$ cat src/rtl/vector_dot_seq.sv
// ---------------------------------------------------------------------------
// vector_dot_seq
//   Sequential dot product of two LEN-element vectors. A vector pair is
//   captured on accept, then LANES element products are folded into the
//   accumulator on every BUSY cycle, so a result takes LEN/LANES cycles.
//   A result can optionally be added onto the previous result (acc_en).
//   All arithmetic wraps modulo 2^WIDTH.
//
// Ports
//   clk          rising-edge clock
//   rst          synchronous, active-high reset
//   in_valid     a, b and acc_en are valid this cycle
//   in_ready     block is idle and can take a new vector pair
//   a, b         operand vectors, element i at index i
//   acc_en       1: new result adds onto the previous result, 0: onto zero
//   out_valid    dot_product holds a finished result
//   out_ready    downstream consumes the result
//   dot_product  finished result while out_valid, else the last result
// ---------------------------------------------------------------------------
module vector_dot_seq #(
  parameter int WIDTH = 32,
  parameter int LEN   = 8,
  parameter int LANES = 2
) (
  input  logic             clk,
  input  logic             rst,
  input  logic             in_valid,
  output logic             in_ready,
  input  logic [WIDTH-1:0] a [LEN-1:0],
  input  logic [WIDTH-1:0] b [LEN-1:0],
  input  logic             acc_en,
  output logic             out_valid,
  input  logic             out_ready,
  output logic [WIDTH-1:0] dot_product
);

  // Ternary keeps the modulo from being evaluated when LANES is zero.
  localparam bit BAD_CFG = (LANES < 1) ? 1'b1 : ((LEN % LANES) != 0);

  generate
    if (BAD_CFG) begin : g_bad_cfg
      $error("vector_dot_seq: LANES must be >= 1 and divide LEN");
    end
  endgenerate

  localparam int N     = (LANES >= 1) ? (LEN / LANES) : 1;
  localparam int IDX_W = (N > 1) ? $clog2(N) : 1;
  localparam int EL_W  = (LEN > 1) ? $clog2(LEN) : 1;

  typedef enum logic [1:0] {
    IDLE = 2'd0,
    BUSY = 2'd1,
    DONE = 2'd2
  } state_t;

  state_t             state_q, state_d;
  logic [IDX_W-1:0]   idx_q, idx_d;
  logic [WIDTH-1:0]   acc_q, acc_d;
  logic [WIDTH-1:0]   last_q, last_d;
  logic [WIDTH-1:0]   dot_q, dot_d;
  logic               in_ready_q, in_ready_d;
  logic               out_valid_q, out_valid_d;
  logic [WIDTH-1:0]   a_q [LEN-1:0];
  logic [WIDTH-1:0]   b_q [LEN-1:0];
  logic [WIDTH-1:0]   a_d [LEN-1:0];
  logic [WIDTH-1:0]   b_d [LEN-1:0];
  logic [WIDTH-1:0]   lane_sum;
  logic [WIDTH-1:0]   acc_next;
  logic               accept;

  // Products of the current slice; each product and the running sum are
  // kept at WIDTH bits, which gives the modulo-2^WIDTH wrap for free.
  always_comb begin
    lane_sum = '0;
    for (int k = 0; k < LANES; k++) begin
      logic [EL_W-1:0]  el;
      logic [WIDTH-1:0] prod;
      el       = EL_W'(int'(idx_q) * LANES + k);
      prod     = a_q[el] * b_q[el];
      lane_sum = lane_sum + prod;
    end
    acc_next = acc_q + lane_sum;
  end

  // in_ready_q is registered and equals (state_q == IDLE).
  assign accept = in_valid && in_ready_q;

  always_comb begin
    state_d     = state_q;
    idx_d       = idx_q;
    acc_d       = acc_q;
    last_d      = last_q;
    dot_d       = dot_q;
    in_ready_d  = in_ready_q;
    out_valid_d = out_valid_q;
    a_d         = a_q;
    b_d         = b_q;

    case (state_q)
      IDLE: begin
        if (accept) begin
          a_d        = a;
          b_d        = b;
          idx_d      = '0;
          acc_d      = acc_en ? last_q : '0;
          state_d    = BUSY;
          in_ready_d = 1'b0;
        end
      end
      BUSY: begin
        acc_d = acc_next;
        idx_d = idx_q + IDX_W'(1);
        if (idx_q == IDX_W'(N - 1)) begin
          state_d     = DONE;
          out_valid_d = 1'b1;
          dot_d       = acc_next;
        end
      end
      DONE: begin
        // in_ready stays low through the handshake cycle itself.
        if (out_ready) begin
          state_d     = IDLE;
          out_valid_d = 1'b0;
          in_ready_d  = 1'b1;
          last_d      = acc_q;
          dot_d       = acc_q;
        end
      end
      default: begin
        state_d     = IDLE;
        in_ready_d  = 1'b1;
        out_valid_d = 1'b0;
      end
    endcase
  end

  // Control and result state; reset discards any operation in flight.
  always_ff @(posedge clk) begin
    if (rst) begin
      state_q     <= IDLE;
      idx_q       <= '0;
      acc_q       <= '0;
      last_q      <= '0;
      dot_q       <= '0;
      in_ready_q  <= 1'b1;
      out_valid_q <= 1'b0;
    end else begin
      state_q     <= state_d;
      idx_q       <= idx_d;
      acc_q       <= acc_d;
      last_q      <= last_d;
      dot_q       <= dot_d;
      in_ready_q  <= in_ready_d;
      out_valid_q <= out_valid_d;
    end
  end

  // Operand capture; only read in BUSY, so no reset is needed.
  always_ff @(posedge clk) begin
    a_q <= a_d;
    b_q <= b_d;
  end

  assign in_ready    = in_ready_q;
  assign out_valid   = out_valid_q;
  assign dot_product = dot_q;

endmodule

$ cat config.mk
export PLATFORM = sky130hd
export DESIGN_NAME = vector_dot_seq
export DESIGN_NICKNAME = d
export VERILOG_FILES = /design/src/rtl/vector_dot_seq.sv
export SDC_FILE = /design/constraint.sdc
export NUM_CORES = 2
export LEC_CHECK = 0
export ABC_CLOCK_PERIOD_IN_PS = 70900
export BUFFER_PORTS_ARGS = -buffer_cell sky130_fd_sc_hd__buf_4
export CAP_MARGIN = 20
export CORE_MARGIN = 1
export CORE_UTILIZATION = 57
export CTS_BUF_LIST = sky130_fd_sc_hd__clkbuf_4 sky130_fd_sc_hd__clkbuf_8 sky130_fd_sc_hd__clkbuf_16
export CTS_CLUSTER_DIAMETER = 100
export CTS_CLUSTER_SIZE = 16
export DETAILED_ROUTE_END_ITERATION = 16
export HOLD_SLACK_MARGIN = 0.02
export PLACE_DENSITY = 0.77
export REMOVE_ABC_BUFFERS = 1
export SYNTH_ARGS = -nofsm -noshare
export SYNTH_HDL_FRONTEND = slang
export SYNTH_SLANG_ARGS = --single-unit
$ cat constraint.sdc
create_clock -name clk -period 70.9 [get_ports clk]
set_input_delay 14.18 -clock clk [delete_from_list [all_inputs] [get_ports clk]]
set_output_delay 14.18 -clock clk [all_outputs]
set_load 0.005 [all_outputs]
==> out/metrics.csv <==
stage,metric,value,unit
synth,synthesized-area fraction occupied by adder cells,37.8,%
critical_path,capturing element type of the critical path,register,
critical_path,"Data required, critical path",71.15,ns
sta,"Setup violations, final",0,
critical_path,type of origin of the critical path,input pin,
critical_path,most frequent cell on the critical path,sky130_fd_sc_hd__buf_4,
finish,"commonest cells after routing, fill and taps aside","sky130_fd_sc_hd__inv_1, sky130_fd_sc_hd__fa_1, sky130_fd_sc_hd__nand2_1, sky130_fd_sc_hd__buf_4, sky130_fd_sc_hd__nor2_1",
die,number of placement rows,115,
synth,post-synth design cell area,56400,µm²
placed_design,post-detail-place hpwl,121000,µm
finish,most common library cell in the layout ignoring fill and taps,sky130_fd_sc_hd__inv_1,
critical_path,number of buffer and inverter instances along the worst setup path,5,
placed_design,number of input and output port buffers inserted,550,
global_routing,via count of the first global-routing pass,41400,
synth,number of enable-type register cells in the synthesized netlist,512,
global_routing,GR Util met3,7.25,%
synth,area share of xor/xnor cells in the synthesized design,2.38,%
sta,min cycle time layout,19.03,ns
clock_tree,CTS Sinks,614,
sta,number of hold violations in the final report,0,
clock_tree,post-CTS sizing,0,
die,die boundary height,317,µm
run,max-cap violations,0,
die,Die Footprint,100000,µm²
synth,largest family of logic cells by synthesized area,adder cells,
die,core area,98100,µm²
synth,complex-gate fraction of the synthesized area,2.86,%
global_routing,global route total overflow,0,
routing,initial drt markers,3099,
global_routing,Total GRT Usage,31.1,%
clock_tree,setup fix buffers added after clock tree synthesis,0,
clock_tree,number of buffers on the longest clock path,3,
finish,Register Area,17400,µm²
critical_path,critical-path cell list,buf_4 > nand2_1 > or2_2 > nor2_4 > buf_4 > buf_4 > buf_4 > buf_4,
sta,crit share post-route,26.8,%
routing,DRC viols,0,
finish,share of cells above drive strength 1,16.4,%
finish,number of diodes added for antenna fixing,0,
synth,Avg Synthesized Cell Area,11.3,µm²
clock_tree,TritonCTS clock tree,done,
synth,sequential share of the synthesized area,30.9,%
routing,Detail Route Antenna Nets,0,
critical_path,critical path start-end classification,in2reg,
clock_tree,CTS hold repair buffers,0,
synth,proportion of synthesized area in mux cells,7.98,%
sta,Final TNS setup,0,ns
worst_hold_path,Min-Delay Path Class,reg2reg,
synth,dominant synthesized flop cell,sky130_fd_sc_hd__edfxtp_1,
sta,count of pins over their slew limit,0,
placed_design,Final GP Congestion,0.971,
critical_path,Critical-path top delay cell,sky130_fd_sc_hd__buf_4,
die,overall die width,317,µm
routing,Vias,38300,
sta,Fmax,52.6,MHz
synth,number of unique standard cell types used by synthesis,57,
routing,via/cell ratio,5.66,
outcome,result of the run,completed,
sta,transition time of the tightest slew-check pin,1.15,ns
global_routing,global routing met1 resource utilization,36.5,%
critical_path,delay of the slowest cell on the worst path,0.92,ns
critical_path,highest fanout seen on the critical path,89,
synth,number of synthesized register bits,614,
synth,instance count of the mapped netlist,5005,
global_routing,antenna violations before repair,1,
routing,routed length per placed instance,22.3,µm
synth,Post-Synth Simple-Gate Area,10.2,%
global_routing,busiest layer in global routing,met2,
clock_tree,H-tree depth,2,
clock_tree,post-CTS clock slew at the launch and capture registers of the worst setup and hold paths,0.07,ns
global_routing,met2 layer usage reported by global route,53.5,%
critical_path,Critical Path AT,19.27,ns
global_routing,maximum number of pins on one net before global-route repair,103,
die,starting utilization of the core area,57.5,%
synth,asr flop ratio synth,0,%
finish,multi-input combinational cell area,34600,µm²
die,# IOs,551,
placed_design,pre-CTS setup slack,51.28,ns
clock_tree,clock buffer count from CTS,45,
sta,unrepaired setup endpoints after global routing,false,
sta,Worst slew margin,22.9,%
synth,number of warnings issued by yosys,0,
finish,filler cell count in the final layout,7581,
routing,aggregate routed wire length,151000,µm
sta,setup clock skew after layout,0.0243,ns
clock_tree,later-pin clock latency in the skew report,0.64,ns
critical_path,gate family responsible for the most delay along the worst path,buffers and inverters,
routing,first-pass iteration count of the detailed router,6,
clock_tree,Root Driver,sky130_fd_sc_hd__clkbuf_16,
global_routing,global-route wire length before repair,232000,µm
finish,relative area change from synthesis to final layout,11.7,%
finish,Post-layout nets,7146,
sta,post-route worst setup slack,51.87,ns
critical_path,Reg2Reg Setup Slack,58.79,ns
## kinds of logic (layout without fill, tap and decap cells)
kind of cell	count (synthesis)	count (layout)
buffers and inverters	1123	1599
DFF	614	614
and+or+nand+nor	1412	1412
xor gates and xnor gates	150	150
adders and majority gates	1163	1163
AOI/OAI and AO/OA	254	254
muxes	289	289
## cell usage after synthesis (9+ instances only)
cell | count | share of area (%)
sky130_fd_sc_hd__inv_1 | 917 | 6.1
sky130_fd_sc_hd__fa_1 | 901 | 32
sky130_fd_sc_hd__nand2_1 | 668 | 4.4
sky130_fd_sc_hd__nor2_1 | 550 | 3.7
sky130_fd_sc_hd__edfxtp_1 | 512 | 27
sky130_fd_sc_hd__ha_1 | 262 | 5.8
sky130_fd_sc_hd__clkbuf_1 | 149 | 0.99
sky130_fd_sc_hd__and2_1 | 125 | 1.4
sky130_fd_sc_hd__xnor2_1 | 120 | 1.9
sky130_fd_sc_hd__mux4_2 | 110 | 4.4
sky130_fd_sc_hd__dfxtp_1 | 102 | 3.6
sky130_fd_sc_hd__mux2i_1 | 92 | 1.6
sky130_fd_sc_hd__mux2_2 | 72 | 1.4
sky130_fd_sc_hd__a21oi_1 | 67 | 0.59
sky130_fd_sc_hd__a311oi_1 | 43 | 0.67
sky130_fd_sc_hd__o21ai_0 | 43 | 0.38
sky130_fd_sc_hd__o21ai_1 | 34 | 0.30
sky130_fd_sc_hd__nand3_1 | 31 | 0.28
sky130_fd_sc_hd__xor2_1 | 27 | 0.42
sky130_fd_sc_hd__a211oi_1 | 23 | 0.31
sky130_fd_sc_hd__buf_1 | 17 | 0.11
sky130_fd_sc_hd__buf_2 | 16 | 0.14
sky130_fd_sc_hd__a21o_1 | 14 | 0.19
sky130_fd_sc_hd__mux2i_4 | 10 | 0.40
sky130_fd_sc_hd__buf_12 | 9 | 0.32
## metrics by stage
step | instance area [µm²] | hold WS [ns] | utilization [%] | std cells
2_1_floorplan | 55400 | 0.426 | - | 4799
3_3_place_gp | 61700 | 0.438 | 62.8 | 6704
3_5_place_dp | 61700 | 0.445 | 62.9 | 6706
4_1_cts | 63000 | 0.455 | 64.2 | 6768
5_1_grt | 63000 | 0.471 | 64.2 | 6768
6_report | 63000 | 0.453 | 64.2 | 6768
## flip-flops by register name, summed over array words and instances, names as in the netlist
signal and cells:
a_q 256, acc_q 32, b_q 256, dot_product 32, idx_q 2, in_ready 1
last_q 32, out_valid 1, state_q 2
## worst reg2reg max path, delay by kind of cell (launching register included)
kind / cells / cell delay [ns]
AO/OA/AOI/OAI: 9 / 2.65
buffers and inverters: 8 / 2.23
AND/OR/NAND/NOR: 1 / 0.17
multiplexers: 1 / 0.41
adder cells (fa/ha/maj): 11 / 5.23
flip-flops: 1 / 0.76
XOR/XNOR: 1 / 0.50
## path summary, 6_finish.rpt
check,start,to,depth (start not counted)
setup / recovery,in_valid,b_q[100],8
hold / removal,last_q[29],last_q[29],2
setup reg to reg,idx_q[0],acc_q[28],31
hold reg to reg,last_q[29],last_q[29],2
## final cells by class
class,count,share of cell area [%]
Inverter,917,5.46
Clock buffer,58,2.00
Tap cell,1287,2.56
Timing Repair Buffer,620,7.41
Multi-Input combinational cell,3268,54.9
Sequential cell,614,27.7
Clock inverter,4,0.0596
## metal layers
| metal | part of all wire (%) | vias to the layer above |
|---|---|---|
| met2 | 51 | 1778 |
| met5 | 0 | - |
| met1 | 35 | 19400 |
| met3 | 8.6 | 471 |
| li1 | - | 16600 |
| met4 | 5.9 | 0 |
Power is left out: the tool's default activity adds up to more than one toggle a clock period on the data nets, which glitch-free logic cannot reach.
